$ cat config.mk
export PLATFORM = sky130hd
export DESIGN_NAME = alu
export DESIGN_NICKNAME = d
export VERILOG_FILES = /design/src/rtl/alu_pkg.sv /design/src/rtl/alu_addsub.sv /design/src/rtl/alu.sv
export SDC_FILE = /design/constraint.sdc
export NUM_CORES = 1
export LEC_CHECK = 0
export BUFFER_PORTS_ARGS = -buffer_cell sky130_fd_sc_hd__buf_2
export CAP_MARGIN = 20
export CORE_ASPECT_RATIO = 1.25
export CORE_MARGIN = 4
export CORE_UTILIZATION = 50
export DETAILED_ROUTE_END_ITERATION = 8
export PLACE_DENSITY = 0.82
export SLEW_MARGIN = 25
export SYNTH_ARGS = -nofsm -noshare
export SYNTH_HDL_FRONTEND = slang
export SYNTH_SLANG_ARGS = --single-unit
$ cat constraint.sdc
create_clock -name vclk -period 13.63
set_input_delay 1.363 -clock vclk [all_inputs]
set_output_delay 1.363 -clock vclk [all_outputs]
set_load 0.005 [all_outputs]
$ cat src/rtl/alu_pkg.sv
// Shared ALUControl encodings for the ALU and its adder.
// Used by alu.sv in both configurations (ALU_OUTPUT_REG_EN defined or not).
package alu_pkg;

   localparam logic [2:0] ALU_ADD = 3'b000;
   localparam logic [2:0] ALU_SUB = 3'b001;
   localparam logic [2:0] ALU_AND = 3'b010;
   localparam logic [2:0] ALU_OR  = 3'b011;
   localparam logic [2:0] ALU_SLT = 3'b101;

   // True for the codes that need the adder in subtract mode.
   function automatic logic needs_sub(input logic [2:0] ctrl);
      return (ctrl == ALU_SUB) || (ctrl == ALU_SLT);
   endfunction

endpackage

$ cat src/rtl/alu_addsub.sv
// Shared adder/subtractor for ADD, SUB and SLT.
// Subtraction is a + ~b + 1, with two's-complement overflow reported.
module alu_addsub #(
   parameter int WIDTH = 32
) (
   input  logic [WIDTH-1:0] a,
   input  logic [WIDTH-1:0] b,
   input  logic             sub,
   output logic [WIDTH-1:0] sum,
   output logic             overflow
);

   logic [WIDTH-1:0] b_eff;

   assign b_eff = sub ? ~b : b;
   assign sum   = a + b_eff + {{(WIDTH-1){1'b0}}, sub};

   // Overflow: operands agree in sign but the sum does not.
   assign overflow = (a[WIDTH-1] == b_eff[WIDTH-1]) && (sum[WIDTH-1] != a[WIDTH-1]);

endmodule

$ cat src/rtl/alu.sv
// Single-cycle ALU: ADD, SUB, AND, OR, SLT and a Zero flag.
// Define ALU_OUTPUT_REG_EN to register the outputs, with an asynchronous active-low reset.
module alu
   import alu_pkg::*;
#(
   parameter int WIDTH = 32
) (
   input  logic             clk,
   input  logic             rst_n,
   input  logic [WIDTH-1:0] SrcA,
   input  logic [WIDTH-1:0] SrcB,
   input  logic [2:0]       ALUControl,
   output logic [WIDTH-1:0] ALUResult,
   output logic             Zero
);

   logic [WIDTH-1:0] sum;
   logic             overflow;
   logic             slt_bit;
   logic [WIDTH-1:0] result_p0;
   logic             zero_p0;

   alu_addsub #(.WIDTH(WIDTH)) u_addsub (
      .a        (SrcA),
      .b        (SrcB),
      .sub      (needs_sub(ALUControl)),
      .sum      (sum),
      .overflow (overflow)
   );

   // Sign of the true difference, correcting the wrapped MSB when SrcA - SrcB overflows.
   assign slt_bit = sum[WIDTH-1] ^ overflow;

   always_comb begin
      result_p0 = '0;
      case (ALUControl)
         ALU_ADD: result_p0 = sum;
         ALU_SUB: result_p0 = sum;
         ALU_AND: result_p0 = SrcA & SrcB;
         ALU_OR:  result_p0 = SrcA | SrcB;
         ALU_SLT: result_p0 = {{(WIDTH-1){1'b0}}, slt_bit};
         default: result_p0 = '0;
      endcase
   end

   assign zero_p0 = ~|result_p0;

`ifdef ALU_OUTPUT_REG_EN
   logic [WIDTH-1:0] result_p1;
   logic             zero_p1;

   // Output register stage.
   always_ff @(posedge clk or negedge rst_n) begin
      if (!rst_n) begin
         result_p1 <= '0;
         zero_p1   <= 1'b1;
      end else begin
         result_p1 <= result_p0;
         zero_p1   <= zero_p0;
      end
   end

   assign ALUResult = result_p1;
   assign Zero      = zero_p1;
`else
   logic unused_clk_rst;
   assign unused_clk_rst = &{1'b0, clk, rst_n};

   assign ALUResult = result_p0;
   assign Zero      = zero_p0;
`endif

endmodule

==> qor.txt, run 1 <==
Largest area contributor in the netlist: ha_1
DRC: 0
Multi-input gate area: 3370 um^2
Unique masters post-synth: 79
Die width: 84.6 um
IO Port Bufs: 100
Largest net degree at the start of global routing: 65
Routed WL per cell: 17.8 um
First-pass GRT wire length: 20000 um
Routed vias: 4604
Initial antenna violation count: 0
Min Tclk post-route: 7.89 ns
CP Cell Sequence: buf_2 > buf_4 > nor2b_4 > buf_4 > xor2_1 > ha_1 > a21oi_1 > o21ai_0 > a221oi_2 > nor3_1 > or3_4 > or4_1 > nor4_1 > nand4_1 > nor2_1 > buf_2
RePlAce Congestion: 0.965
Slowest cell on the critical path: nor2b_4
Pwr Density: 56.5 nW/um^2
Fillcell total: 728
Synth Warn #: 0
Area delta synth->final: 11.0%
Ant diodes: 0
Buf/Inv on CP: 4
Peak VDD IR: 0.0253 mV
RSZ-0062 raised after global routing: false
Net count, final: 705
Yosys top cell area share: 12.6%
Crit Path Max Fanout: 64
Outcome: complete, no violations
Final setup viols: 0
Setup tns final: 0 ns
Post-synth top cells: nand2_1, a21oi_1, ha_1, o21ai_0, nor2_1
Fin crit share: 57.9%
Seq pwr share: 0%
CP peak stage delay: 0.66 ns
Total track usage: 26.2%
Critical Path Start Type: primary input
Seq_cells: 0
Pins over their slew limit: 0
Rel. slew slack: 29.0%
Die span in y: 104 um
Starting Density: 51.9%
# rows: 34
Final hold slack: 3.12 ns
Initial DRC Count: 227
Vias in the first global route: 4373
Area of the die: 8770 um^2
Share of cells above drive strength 1: 22.8%
Pint: 91.8 uW
DP HPWL: 9520 um
Cts hold-fix bufs: 0
Drt via density: 6.71
Final wirelength: 12200 um
P_sw: 138 uW
Initial DRT Pass Iterations: 5
Critical Setup Path Class: in2out
Leakage power total: 0.00182 uW
Clock share of power: 0%
CP arrival: 6.53 ns
Post-CTS setup buffers: 0
Synthesized area: 3660 um^2
CP required: 12.27 ns
Largest cells by area after synthesis: ha_1, xor2_1, a21oi_1
Post-Syn Nets: 638
Register area: 0 um^2
PostCTS Resize Cnt: 0
Clk_buf instances: 0
Fmax: 127 MHz
Final hold vios: 0
Post-synthesis cell count: 531
Post-route ant nets: 0
Min-delay worst type: in2out
Switching part of the total: 60.1%
Maxcap violations: 0
Post-synthesis sequential area ratio: 0%
CP Capture Type: output port
Crit-path leading delay family: simple AND/OR/NAND/NOR gates
Worst slew pin tran: 1.06 ns
CORE AREA: 7060 um^2
Avg Inst Size Synth: 6.90 um^2
Overflow after GRT: 0
Most common cell in the netlist: nand2_1
Comb power frac: 100.0%
Ports: 102
power groups by stage:
stage          sequential [uW]  combinational [uW]  clock [uW]
2_1_floorplan                0                 166           0
3_3_place_gp                 0                 220           0
3_5_place_dp                 0                 225           0
4_1_cts                      0                 226           0
5_1_grt                      0                 253           0
6_report                     0                 230           0
worst paths after layout:
path	from	to	depth (start not counted)
max	ALUControl[0]	Zero	16
min	SrcA[28]	ALUResult[28]	4
final cells by class:
cell class / instances / share of cell area, %
inverters: 16 / 1.48
multi-input cells: 477 / 82.9
well taps: 90 / 2.77
repair buffers: 103 / 12.9
layer usage:
metal  part of all wire, %  vias up  track usage [%]
li1                      -     2178                -
met1                    40     2147             31.5
met2                    48      230             47.1
met3                   7.9       49             2.62
met4                   3.8        0             9.39
met5                     0        -                0
stage by stage:
step | setup WS, ns | instances | area [um^2] | power [uW] | utilization (%)
3_3_place_gp | 5.96 | 686 | 4070 | 220 | 57.6
2_1_floorplan | 6.95 | 531 | 3660 | 166 | -
4_1_cts | 5.86 | 686 | 4070 | 226 | 57.6
3_5_place_dp | 5.88 | 686 | 4070 | 225 | 57.6
5_1_grt | 5.43 | 686 | 4070 | 253 | 57.6
6_report | 5.74 | 686 | 4070 | 230 | 57.6
layout by cell type, fill, tap and decap left out, types with 5 or more instances in the layout:
master    Yosys  layout
xnor2_1       5       5
o31ai_1       7       7
nor3_1       15      15
nand3_1      12      12
nand4_1      10      10
ha_1         37      37
a221oi_1      6       6
a31oi_1      15      15
buf_2         5     100
inv_1        16      16
xor2_1       33      33
o211ai_1     10      10
mux2i_1       6       6
o21ai_0      37      37
nand2_1      54      54
a21oi_1      48      48
nor2_1       34      33
a21o_1       10      10
or3_1         7       7
a211oi_1      7       7
maj3_1       15      15
o21a_1       11      11
cell families after synthesis:
| group | after synthesis | share of synthesized area (%) |
|---|---|---|
| xor gates and xnor gates | 38 | 9.08 |
| adders and majority gates | 53 | 17.3 |
| muxes | 7 | 1.95 |
| AOI/OAI and AO/OA | 208 | 39.7 |
| buffers and inverters | 54 | 8.23 |
| and+or+nand+nor | 171 | 23.7 |
(Power assumes the default switching activity.)
==> run 2, diff against run 1 <==
Settings changed: PLACE_DENSITY 0.82 to 0.85.
Clock period 13.63 ns to 6.8 ns, I/O delays scaled along.
==> qor.txt, run 2 (synthesis gave the netlist of run 1 again) <==
Register area: 0 um^2 (unchanged)
Area of the die: 8770 um^2 (unchanged)
# rows: 34 (unchanged)
Min Tclk post-route: 5.94 ns
Design area: 4070 um^2 (unchanged)
Min-delay worst type: in2out
Commonest non-fill, non-tap cells in the layout: buf_2, nand2_1, a21oi_1, o21ai_0, ha_1
Post-route ant nets: 0 (unchanged)
Total track usage: 25.8% (-0.36 points)
Seq_cells: 0 (unchanged)
Fin crit share: 87.3%
Dpl cell area: 4070 um^2 (unchanged)
Starting Density: 51.9% (unchanged)
Area delta synth->final: 11.0% (unchanged)
Routed WL per cell: 17.5 um (-1.5%)
CORE AREA: 7060 um^2 (unchanged)
Pins over their slew limit: 0 (unchanged)
Commonest non-fill, non-tap cell in the layout: buf_2
Drt via density: 6.62 (-1.4%)
Final wirelength: 12000 um (-1.5%)
Initial DRC Count: 262 (+15%)
Fmax: 168 MHz
Initial antenna violation count: 0 (unchanged)
Tot Pwr: 459 uW (+100%)
Worst Hold Path EP: ALUResult[28]
Critical Setup Path Class: in2out
CP required: 6.12 ns (-6.15 ns)
Worst hold start: SrcB[28]
Die width: 84.6 um (unchanged)
Pwr Density: 113 nW/um^2 (+100%)
Critical Path Start Type: primary input
Share of cells above drive strength 1: 22.8% (unchanged)
Ports: 102 (unchanged)
Post-layout util: 57.6% (unchanged)
Fillcell total: 688 (-5.5%)
Vias in the first global route: 4323 (-1.1%)
Leakage power total: 0.00182 uW (unchanged)
Net count, final: 705 (unchanged)
Largest net degree at the start of global routing: 64 (-1.5%)
Outcome: complete, no violations
Setup tns final: 0 ns (unchanged)
Initial DRT Pass Iterations: 6 (+1)
Multi-input gate area: 3370 um^2 (unchanged)
Cts hold-fix bufs: 0 (unchanged)
PostCTS Resize Cnt: 0 (unchanged)
Overflow after GRT: 0 (unchanged)
Worst hold path depth: 4 (unchanged)
Crit Path Max Fanout: 34 (-47%)
DP HPWL: 9390 um (-1.3%)
Post-CTS setup buffers: 0 (unchanged)
Ant diodes: 0 (unchanged)
Final hold vios: 0 (unchanged)
First-pass GRT wire length: 19700 um (-1.2%)
Peak VDD IR: 0.0538 mV (+110%)
Clk_buf instances: 0 (unchanged)
Worst slew pin tran: 1.05 ns (-0.0110 ns)
CP Capture Type: output port
DRC: 0 (unchanged)
Final setup viols: 0 (unchanged)
RSZ-0062 raised after global routing: false
CP arrival: 5.26 ns (-1.27 ns)
IO Port Bufs: 100 (unchanged)
RePlAce Congestion: 0.966 (about the same)
Rel. slew slack: 29.8% (+0.73 points)
Maxcap violations: 0 (unchanged)
Routed vias: 4541 (-1.4%)
Die span in y: 104 um (unchanged)
run 2: cell counts in the layout (fill, tap and decap cells not counted):
Identical to the previous run, type by type.
run 2: metrics by stage:
step / hold slack (ns) / worst slack, ns / cells
floorplan: 1.45 / 1.49 / 531
global placement: 1.74 / 1.05 / 686
detailed placement: 1.74 / 0.997 / 686
CTS: 1.74 / 0.979 / 686
global route: 1.77 / 0.633 / 686
finish: 1.74 / 0.863 / 686
run 2: worst max-delay path, stage by stage:
cell	delay [ns]
buf_2	0.33
nor2b_4	0.67
xor2_1	0.26
inv_1	0.09
fa_1	0.42
nand2b_1	0.24
a2111oi_2	0.61
o31a_1	0.23
o31ai_1	0.09
a211o_2	0.33
a2111o_1	0.29
nor4_1	0.60
nand4_1	0.16
nor2_1	0.12
buf_2	0.12
run 2: cell type report:
class              count  area share (%)
inverters             16            1.48
well taps             90            2.77
multi-input cells    477            82.9
repair buffers       103            12.9
run 2: worst max-delay path by stage:
stage                  startpoint  slack [ns]  endpoint  cells after the start
detailed placement  ALUControl[1]         1.0      Zero                     14
global route        ALUControl[1]        0.63      Zero                     15
finish              ALUControl[1]        0.86      Zero                     15
CTS                 ALUControl[1]        0.98      Zero                     15
global placement    ALUControl[1]        1.05      Zero                     14
floorplan           ALUControl[0]        1.49      Zero                     17
run 2: routing by layer:
metal / part of all wire [%] / GRT usage (%)
met1: 40 / 31.5
met4: 3.7 / 10.5
met5: 0 / 0
met3: 7.3 / 1.43
met2: 49 / 46.2
run 2: power by group:
part / internal, uW / switching (uW) / leakage, uW
Clock: 0 / 0 / 0
Combinational: 184 / 275 / 0.00182
Sequential: 0 / 0 / 0
Total: 184 / 275 / 0.00182
==> run 3, diff against run 2 <==
Settings changed: REMOVE_ABC_BUFFERS set to 1, SETUP_SLACK_MARGIN set to 0.5.
==> qor.txt, run 3 (synthesis gave the netlist of run 1 again) <==
Outcome: complete, no violations
Leakage power total: 0.00183 uW (+0.55%)
Worst slew pin tran: 0.992 ns (-0.0602 ns)
First-pass GRT wire length: 19600 um (-0.81%)
Area delta synth->final: 11.4%
Place WS: 1.25 ns (+0.254 ns)
Cts hold-fix bufs: 0 (unchanged)
Final wirelength: 12200 um (+1.8%)
Crit path top cell by count: buf_2
Fin crit share: 83.1% (-4.2 points)
Peak VDD IR: 0.0536 mV (-0.35%)
Net count, final: 707 (+0.28%)
DP HPWL: 9480 um (+0.95%)
Initial DRC Count: 248 (-5.3%)
CP required: 6.12 ns (about the same)
Post-route ant nets: 0 (unchanged)
Critical Path Start Type: primary input
# rows: 34 (unchanged)
Commonest non-fill, non-tap cell in the layout: buf_2
Area of the die: 8770 um^2 (unchanged)
DRC: 0 (unchanged)
Starting Density: 51.9% (unchanged)
Seq_cells: 0 (unchanged)
Routed vias: 4592 (+1.1%)
Final hold vios: 0 (unchanged)
Setup tns final: 0 ns (unchanged)
Die span in y: 104 um (unchanged)
Overflow after GRT: 0 (unchanged)
CP Cell Sequence: buf_2 > nor2b_4 > xor2_1 > ha_1 > a31oi_1 > nor2b_1 > o2111ai_2 > and4_4 > or3_4 > or4_1 > nor4_1 > nand4_1 > nor2_1 > buf_2
Fmax: 177 MHz (+5.1%)
Crit Path Max Fanout: 19 (-44%)
CORE AREA: 7060 um^2 (unchanged)
Slowest cell on the critical path: nor2b_4
Initial DRT Pass Iterations: 5 (-1)
RSZ-0062 raised after global routing: false
Register area: 0 um^2 (unchanged)
Design area: 4080 um^2 (+0.37%)
Final setup viols: 0 (unchanged)
Largest net degree at the start of global routing: 64 (unchanged)
Pins over their slew limit: 0 (unchanged)
Rel. slew slack: 33.8% (+4.0 points)
Post-layout util: 57.8% (+0.21 points)
Ant diodes: 0 (unchanged)
Final hold slack: 1.74 ns (+0.00419 ns)
Die width: 84.6 um (unchanged)
Post-CTS setup buffers: 0 (unchanged)
Ports: 102 (unchanged)
CP peak stage delay: 0.60 ns (-0.07 ns)
Share of cells above drive strength 1: 23.1% (+0.26 points)
Vias in the first global route: 4283 (-0.93%)
IO Port Bufs: 100 (unchanged)
PostCTS Resize Cnt: 0 (unchanged)
PnR worst setup slack: 1.15 ns (+0.288 ns)
CP Capture Type: output port
Pwr Density: 113 nW/um^2 (+0.55%)
Min-delay worst type: in2out
Total track usage: 25.7% (-0.11 points)
Initial antenna violation count: 0 (unchanged)
CP arrival: 4.97 ns (-0.29 ns)
Clk_buf instances: 0 (unchanged)
Min Tclk post-route: 5.65 ns (-0.288 ns)
Drt via density: 6.67 (+0.83%)
Buf/Inv on CP: 2 (-1)
Critical Setup Path Class: in2out
Maxcap violations: 0 (unchanged)
Dpl cell area: 4080 um^2 (+0.37%)
RePlAce Congestion: 0.995 (+3.1%)
Routed WL per cell: 17.8 um (+1.5%)
Commonest non-fill, non-tap cells in the layout: buf_2, nand2_1, a21oi_1, o21ai_0, ha_1
Crit-path leading delay family: simple AND/OR/NAND/NOR gates
-- run 3: cell count changes in the layout (fill, tap and decap cells not counted), sizes merged --
cell and change:
buf +2
-- run 3: per-layer routing --
layer	vias to the layer above	GRT usage [%]	routed length, um
li1	2172	-	-
met1	2108	31.8	4750
met2	265	44.9	5800
met3	47	2.78	1180
met4	0	9.73	509
met5	-	0	0
-- run 3: per-stage QoR --
step                std cells  total power, uW
floorplan                 493              310
global placement          688              440
detailed placement        688              451
CTS                       688              454
global route              688              509
finish                    688              463
-- run 3: worst paths after layout --
| path | endpoint | startpoint | depth (start not counted) | slack, ns |
|---|---|---|---|---|
| worst max-delay path | Zero | ALUControl[1] | 14 | 1.15 |
| worst min-delay path | ALUResult[28] | SrcB[28] | 4 | 1.74 |
-- run 3: layout make-up --
type | count | area [um^2]
well taps | 90 | 113
multi-input cells | 477 | 3370
inverters | 16 | 60.1
repair buffers | 105 | 538
fillers | 704 | 2980
-- run 3: report_power, final --
group | switching [uW] | internal (uW) | leakage [uW] | total (uW)
clock | 0 | 0 | 0 | 0
sequential | 0 | 0 | 0 | 0
combinational | 278 | 185 | 0.00183 | 463
